[config.mk]
export PLATFORM = sky130hd
export DESIGN_NAME = mem_stage_ctrl
export DESIGN_NICKNAME = d
export VERILOG_FILES = /design/src/rtl/mem_stage_ctrl.sv
export SDC_FILE = /design/constraint.sdc
export NUM_CORES = 1
export LEC_CHECK = 0
export CORE_MARGIN = 5
export CORE_UTILIZATION = 40
export CTS_CLUSTER_SIZE = 20
export DETAILED_ROUTE_END_ITERATION = 12
export GPL_ROUTABILITY_DRIVEN = 0
export PLACE_DENSITY = 0.81
export SLEW_MARGIN = 20
export SYNTH_ARGS = -nofsm -noshare
export SYNTH_HDL_FRONTEND = slang
export SYNTH_SLANG_ARGS = --single-unit
[constraint.sdc]
create_clock -name clk -period 1.6 [get_ports clk]
set_input_delay 0.24 -clock clk [delete_from_list [all_inputs] [get_ports clk]]
set_output_delay 0.24 -clock clk [all_outputs]
set_load 0.01 [all_outputs]
[src/rtl/mem_stage_ctrl.sv]
// MEM-stage sequencer: drives a variable-latency req/ack data memory and stalls the pipe meanwhile.
// Optional watchdog abort is built when MEM_STAGE_CTRL_TIMEOUT_EN is defined.
module mem_stage_ctrl #(
    parameter int unsigned TIMEOUT_CYCLES = 16,
    parameter int unsigned CNT_W          = 5
) (
    input  logic        clk,
    input  logic        rst_n,
    input  logic        op_valid,
    input  logic        MemRead_in,
    input  logic        MemWrite_in,
    input  logic [31:0] Addr,
    input  logic [31:0] WriteData,
    output logic        mem_req,
    output logic        mem_we,
    output logic [31:0] mem_addr,
    output logic [31:0] mem_wdata,
    input  logic        mem_ack,
    input  logic [31:0] mem_rdata,
    output logic [31:0] ReadData_out,
    output logic        stall,
    output logic        wb_bubble,
    output logic        timeout_err
);

    typedef enum logic [1:0] {
        StIdle = 2'd0,
        StWait = 2'd1,
        StDone = 2'd2
    } state_e;

    state_e      r_state;
    state_e      w_state_next;
    logic        w_mem_op;
    logic        w_issue;
    logic        w_ack_done;
    logic        w_timeout;
    logic        w_stall;
    logic        r_mem_req;
    logic        r_mem_we;
    logic [31:0] r_mem_addr;
    logic [31:0] r_mem_wdata;
    logic [31:0] r_rdata;

    assign w_mem_op = op_valid & (MemRead_in | MemWrite_in);

`ifdef MEM_STAGE_CTRL_TIMEOUT_EN
    logic [CNT_W-1:0] r_cnt;
    logic [CNT_W-1:0] w_cnt_inc;
    logic             r_timeout_err;

    assign w_cnt_inc = r_cnt + CNT_W'(1);
    // Abort on the last allowed WAIT cycle; a simultaneous ack takes priority.
    assign w_timeout = (r_state == StWait) & ~mem_ack & (w_cnt_inc == CNT_W'(TIMEOUT_CYCLES));

    always_ff @(posedge clk or negedge rst_n) begin
        if (!rst_n) begin
            r_cnt         <= '0;
            r_timeout_err <= 1'b0;
        end else begin
            if (w_issue) begin
                r_cnt <= '0;
            end else if ((r_state == StWait) && !mem_ack) begin
                r_cnt <= w_cnt_inc;
            end
            if (w_timeout) begin
                r_timeout_err <= 1'b1;
            end
        end
    end

    assign timeout_err = r_timeout_err;
`else
    logic w_unused_cfg;

    assign w_unused_cfg = ^{TIMEOUT_CYCLES, CNT_W};
    assign w_timeout    = 1'b0;
    assign timeout_err  = 1'b0;
`endif

    always_ff @(posedge clk or negedge rst_n) begin
        if (!rst_n) begin
            r_state <= StIdle;
        end else begin
            r_state <= w_state_next;
        end
    end

    always_comb begin
        w_state_next = r_state;
        w_issue      = 1'b0;
        w_ack_done   = 1'b0;
        case (r_state)
            StIdle: begin
                if (w_mem_op) begin
                    w_state_next = StWait;
                    w_issue      = 1'b1;
                end
            end
            StWait: begin
                if (mem_ack) begin
                    w_state_next = StDone;
                    w_ack_done   = 1'b1;
                end else if (w_timeout) begin
                    w_state_next = StDone;
                end
            end
            // The instruction is still in EX/MEM here; ignoring inputs prevents a reissue.
            StDone:  w_state_next = StIdle;
            default: w_state_next = StIdle;
        endcase
    end

    always_ff @(posedge clk or negedge rst_n) begin
        if (!rst_n) begin
            r_mem_req   <= 1'b0;
            r_mem_we    <= 1'b0;
            r_mem_addr  <= '0;
            r_mem_wdata <= '0;
            r_rdata     <= '0;
        end else begin
            r_mem_req <= (w_state_next == StWait);
            if (w_issue) begin
                r_mem_addr  <= Addr;
                r_mem_wdata <= WriteData;
                r_mem_we    <= MemWrite_in;
            end
            if (w_ack_done && !r_mem_we) begin
                r_rdata <= mem_rdata;
            end else if (w_timeout) begin
                r_rdata <= '0;
            end
        end
    end

    // Gated by rst_n so a held op_valid cannot stall the pipe during reset.
    assign w_stall = rst_n & (((r_state == StIdle) & w_mem_op) | (r_state == StWait));

    assign stall        = w_stall;
    assign wb_bubble    = w_stall;
    assign mem_req      = r_mem_req;
    assign mem_we       = r_mem_we;
    assign mem_addr     = r_mem_addr;
    assign mem_wdata    = r_mem_wdata;
    assign ReadData_out = r_rdata;

endmodule

==> results of run 1 <==
-- power breakdown --
group          total (mW)  internal, mW  switching, mW
clock network        1.84         0.941          0.895
logic                4.09          2.71           1.38
registers            3.92          3.43          0.482
-- area by class of cell --
class                      instances  area (sq um)
fill                             725          3290
sequential                       100          2500
timing repair buffer             212          2120
multi-input combinational        108          1370
tap                              133           166
clock buffer                      10           138
clock inverter                     6          95.1
-- per-stage QoR --
stage	area [sq um]	hold WS (ps)	TNS, ps
final	6390	215	0
after global routing	6390	213	-22.7
after CTS	6380	476	0
after detailed placement	6140	374	-23430
after global placement	6140	363	-20390
after floorplan	3950	-55.6	0
-- cells by family (layout without fill, tap and decap cells) --
family / Yosys count / count (layout) / synth area share (%)
DFF: 100 / 100 / 63.4
AOI/OAI and AO/OA: 1 / 1 / 0.127
muxes: 98 / 98 / 32.7
buffers and inverters: 12 / 228 / 2.50
and+or+nand+nor: 8 / 8 / 1.14
other: 1 / 1 / 0.0950
-- placed cells by master (no fill, tap or decap), types with 3 or more instances in the layout --
master	n
clkdlybuf4s50_1	197
dfrtp_1	100
mux2_4	50
mux2_2	46
clkbuf_8	10
buf_4	8
nor2_1	3
buf_12	3
-- timing repair --
action | in CTS | in global routing
endpoints found under the setup margin | 3 | 5
resized for setup | 9 | 2
pin swaps | 0 | 2
hold buffers | 1 | 0
endpoints found under the hold margin | 100 | 0
setup buffers | 1 | 0
-- metal layers --
| metal | share of wire [%] | vias up | track usage [%] |
|---|---|---|---|
| li1 | - | 1192 | - |
| met1 | 37 | 1324 | 18.4 |
| met2 | 51 | 119 | 29.3 |
| met3 | 8.5 | 20 | 5.34 |
| met4 | 3.0 | 0 | 6.50 |
| met5 | 0 | - | 0 |
-- worst paths after layout --
| kind | from | end | slack, ps | cells after the start |
|---|---|---|---|---|
| worst max-delay path | mem_wdata[13]$_DFFE_PN0P_ | mem_wdata[13] | 70 | 1 |
| worst min-delay path | MemWrite_in | mem_we$_DFFE_PN0P_ | 220 | 2 |
| worst max register to register | r_state[1]$_DFF_PN0_ | mem_wdata[13]$_DFFE_PN0P_ | 70 | 3 |
| worst min register to register | ReadData_out[4]$_DFFE_PN0P_ | ReadData_out[4]$_DFFE_PN0P_ | 490 | 1 |
| max in group asynchronous | rst_n | ReadData_out[3]$_DFFE_PN0P_ | 670 | 3 |
| min in group asynchronous | rst_n | ReadData_out[8]$_DFFE_PN0P_ | 490 | 3 |
-- flip-flops by register name, summed over array words and instances, names as in the netlist --
signal        cells
mem_addr         32
ReadData_out     32
mem_req           1
r_state           2
mem_we            1
mem_wdata        32
==> qor.yml, run 1 <==
status: "complete, no violations"
final_layout_size_suffix_gt1_share_pct: 29.6
crit_buf_inv: 1
finalNonFillerCells: 569
grt_pass1_wl_microns: 15200
layout_min_cycle_time_ps: 1530
io_pins: 203
synthTopCellsByArea: "dfrtp_1, mux2_4, mux2_2, buf_6, buf_4"
path_max_fanout: 2
synth_common_cells: "dfrtp_1, mux2_4, mux2_2"
cts_tree: "yes"
grt_max_degree: 101
wl_per_cell_microns: 17.9
synth_edf_count: 0
critPathRequiredTime_ps: 1360
fmax_mhz: 652
crit_type: "flop to output port"
max_cap_viol_count: 0
leakage_nw: 2.82
synth_seq_cells: 100
cts_buffer_depth: 2
post-route-util_pct: 66.0
powerDensity_mw_per_mm2: 1540
avgSynthCellArea_sq_um: 17.9
netlist-cell-type-count: 15
finalMaxSlewViolations: 0
cts_root_buffer: "clkbuf_8"
syn_nets: 322
die_area_sq_mm: 0.0120
finalCritPeriodShare_pct: 95.8
first_pass_iters: 4
layout_setup_ws_ps: 67.1
cts.htree.levels: 3
drt-total-wl_microns: 10200
clk_pin_slew_ps: 100
clock_latency_ps: 350
timing_hold_violations_final: 0
worstSetupStartpointType: "flop"
worstHoldPathType: "input port to flop"
max_stage_delay_ps: 550
viasPerCell: 4.67
nets: 533
yosysWarnings: 0
cts_buffers: 9
cp_top_family: "buffers and inverters"
synth_most_common_cell: "dfrtp_1"
netlist_instances: 220
tightestPinTransition_ps: 543
ir_worst_vdd_v: 0.000735
rows: 36
p_total_mw: 9.84
netlist_area_sq_mm: 0.00395
yosys.area.top_type: "dfrtp_1"
crit_arrival_ps: 1290
grt_use_total_pct: 16.6
antenna_left: 0
setup-violations-final: 0
yosysSeqAreaShare_pct: 63.4
grt_pass1_vias: 2901
pre_cts_ws_ps: -425
synth_top_cell_area_share_pct: 63.4
port_buffers: 201
die_h_microns: 109
cp_cell_sequence: "clkdlybuf4s50_1"
drc: 0
first_iter_violations: 71
start_util_pct: 40.7
skew_ps: 9.12
design.core.area_sq_mm: 0.00968
slowest_stage: "clkdlybuf4s50_1"
max_slew_margin_pct: 63.8
cts_sinks: 100
crit_path_end_kind: "output port"
grt_overflow: 0
via_count: 2655
antenna_cells: 0
synthArstFlopShare_pct: 100
fp.dieW_microns: 109
area_growth_pct: 62.0
antenna_found_initial: 0
dp_cells: 551
synth-main-ff-cell: "dfrtp_1"
post-dp-hpwl_microns: 7840
Note: power is estimated with default switching activity, not from simulation.
==> run 2, diff against run 1 <==
--- a/config.mk
+++ b/config.mk
@@ -5,7 +5,7 @@
 export SDC_FILE = /design/constraint.sdc
 export NUM_CORES = 1
 export LEC_CHECK = 0
-export CORE_MARGIN = 5
+export CORE_MARGIN = 1
 export CORE_UTILIZATION = 40
 export CTS_CLUSTER_SIZE = 20
 export DETAILED_ROUTE_END_ITERATION = 12
==> qor.yml, run 2 (synthesized netlist as in run 1, its figures left out) <==
crit_arrival_ps: 1320  # +30 ps
drc: 0  # unchanged
crit_buf_inv: 2  # +1
grt_overflow: 0  # unchanged
area_growth_pct: 60.7
drt-total-wl_microns: 9120  # -11%
die_area_sq_mm: 0.0103  # -14%
grt_use_total_pct: 18.0  # +1.5 points
rows: 35  # -2.8%
design.core.area_sq_mm: 0.00942  # -2.8%
cp_top_family: "buffers and inverters"
crit_type: "input port to output port"
fmax_mhz: 640  # -1.8%
max_slew_margin_pct: 65.5  # +1.7 points
layout_common_cells: "clkdlybuf4s50_1, dfrtp_1, mux2_4"
grt_pass1_wl_microns: 14000  # -8.1%
fp.dieW_microns: 101  # -7.3%
clock_latency_ps: 350  # about the same
cp_cell_sequence: "clkdlybuf4s50_1, o21ai_2, nor2b_1, nor3b_2, buf_2"
cts_sinks: 100  # unchanged
final_common_cell: "clkdlybuf4s50_1"
antenna_left: 0  # unchanged
r2r_slack_ps: 90  # +20 ps
io_pins: 203  # unchanged
cts_buffers: 9  # unchanged
setup-violations-final: 0  # unchanged
final_layout_size_suffix_gt1_share_pct: 29.0  # -0.55 points
final_area_sq_mm: 0.00634  # -0.80%
cts_setup_buffers: 0  # -1
start_util_pct: 41.9  # +1.2 points
crit_path_end_kind: "output port"
nets: 531  # -0.38%
status: "complete, no violations"
ir_worst_vdd_v: 0.000679  # -7.6%
leakage_nw: 2.80  # -0.85%
max_stage_delay_ps: 480  # -70 ps
wl_per_cell_microns: 16.2  # -9.6%
layout_min_cycle_time_ps: 1560  # +28.9 ps
rsz0062_at_grt: "false"
hold_start: "MemWrite_in"
finalMaxSlewViolations: 0  # unchanged
max_cap_viol_count: 0  # unchanged
timing_hold_violations_final: 0  # unchanged
viasPerCell: 4.60  # -1.4%
grt_pass1_vias: 2785  # -4.0%
layout_setup_ws_ps: 38.2  # -28.9 ps
holdWs_ps: 320  # +105 ps
port_buffers: 201  # unchanged
powerDensity_mw_per_mm2: 1480  # -3.6%
antenna_found_initial: 0  # unchanged
worstHoldPathType: "input port to flop"
finalCritPeriodShare_pct: 97.6  # +1.8 points
critPathRequiredTime_ps: 1360  # about the same
cts.htree.levels: 3  # unchanged
first_pass_iters: 4  # unchanged
antenna_cells: 0  # unchanged
clk_pin_slew_ps: 80  # -20 ps
worstSetupStartpointType: "input port"
slowest_stage: "clkdlybuf4s50_1"
tightestPinTransition_ps: 517  # -25.5 ps
timing.rr.start: "r_state[0]$_DFF_PN0_"
via_count: 2590  # -2.4%
worst-r2r-cell-count: 3  # unchanged
post-dp-hpwl_microns: 6790  # -13%
cts_tree: "yes"
dp_cells: 546  # -0.91%
path_max_fanout: 3  # +1
r2r_end: "mem_addr[4]$_DFFE_PN0P_"
skew_ps: 19.7  # +10.6 ps
cts_buffer_depth: 2  # unchanged
first_iter_violations: 56  # -21%
die_h_microns: 101  # -7.3%
hold_path_end: "mem_we$_DFFE_PN0P_"
cts_root_buffer: "clkbuf_8"
finalNonFillerCells: 563  # -1.1%
grt_max_degree: 101  # unchanged
whs_path_depth: 2  # unchanged
pre_cts_ws_ps: -565  # -140 ps
dpl_cell_area_sq_mm: 0.00615  # +0.20%
==> run 2: what timing repair did <==
action	in CTS	in global routing
hold endpoints to repair	82	0
hold buffers	1	0
gates resized for setup	12	1
pin swaps	1	0
setup endpoints to repair	3	1
==> run 2: layer usage <==
metal  global-route usage, %  wire length [microns]
met5                       0                      0
met3                    4.83                    655
met2                    32.3                   4680
met4                    6.69                    195
met1                    20.7                   3580
==> run 2: worst max-delay path by stage <==
stage                         start                      end  slack, ps  cells after the start
2_1_floorplan  r_state[1]$_DFF_PN0_  mem_addr[0]$_DFFE_PN0P_         90                      4
3_3_place_gp            MemWrite_in                wb_bubble       -510                      5
3_5_place_dp            MemWrite_in                    stall       -570                      5
4_1_cts                  MemRead_in                    stall         20                      5
5_1_grt                  MemRead_in                    stall          2                      5
6_report                 MemRead_in                    stall         40                      5
==> run 2: stage by stage <==
step | utilization [%] | power (mW) | setup TNS, ps
after global routing | 67.3 | 9.92 | 0
after CTS | 67.3 | 9.55 | 0
final | 67.3 | 9.41 | 0
after detailed placement | 65.3 | 8.06 | -24310
after global placement | 65.3 | 7.93 | -20780
after floorplan | - | 5.60 | 0
==> run 2: layout make-up <==
type | instances | area (sq um)
Timing Repair Buffer | 210 | 2130
Multi-Input combinational cell | 108 | 1370
Clock inverter | 5 | 37.5
Clock buffer | 11 | 141
Fill cell | 683 | 3080
Sequential cell | 100 | 2500
Tap cell | 129 | 161
==> run 2: report_power, final <==
part | switching (mW) | internal (mW)
combinational | 1.32 | 2.71
sequential | 0.494 | 3.43
clock | 0.845 | 0.612
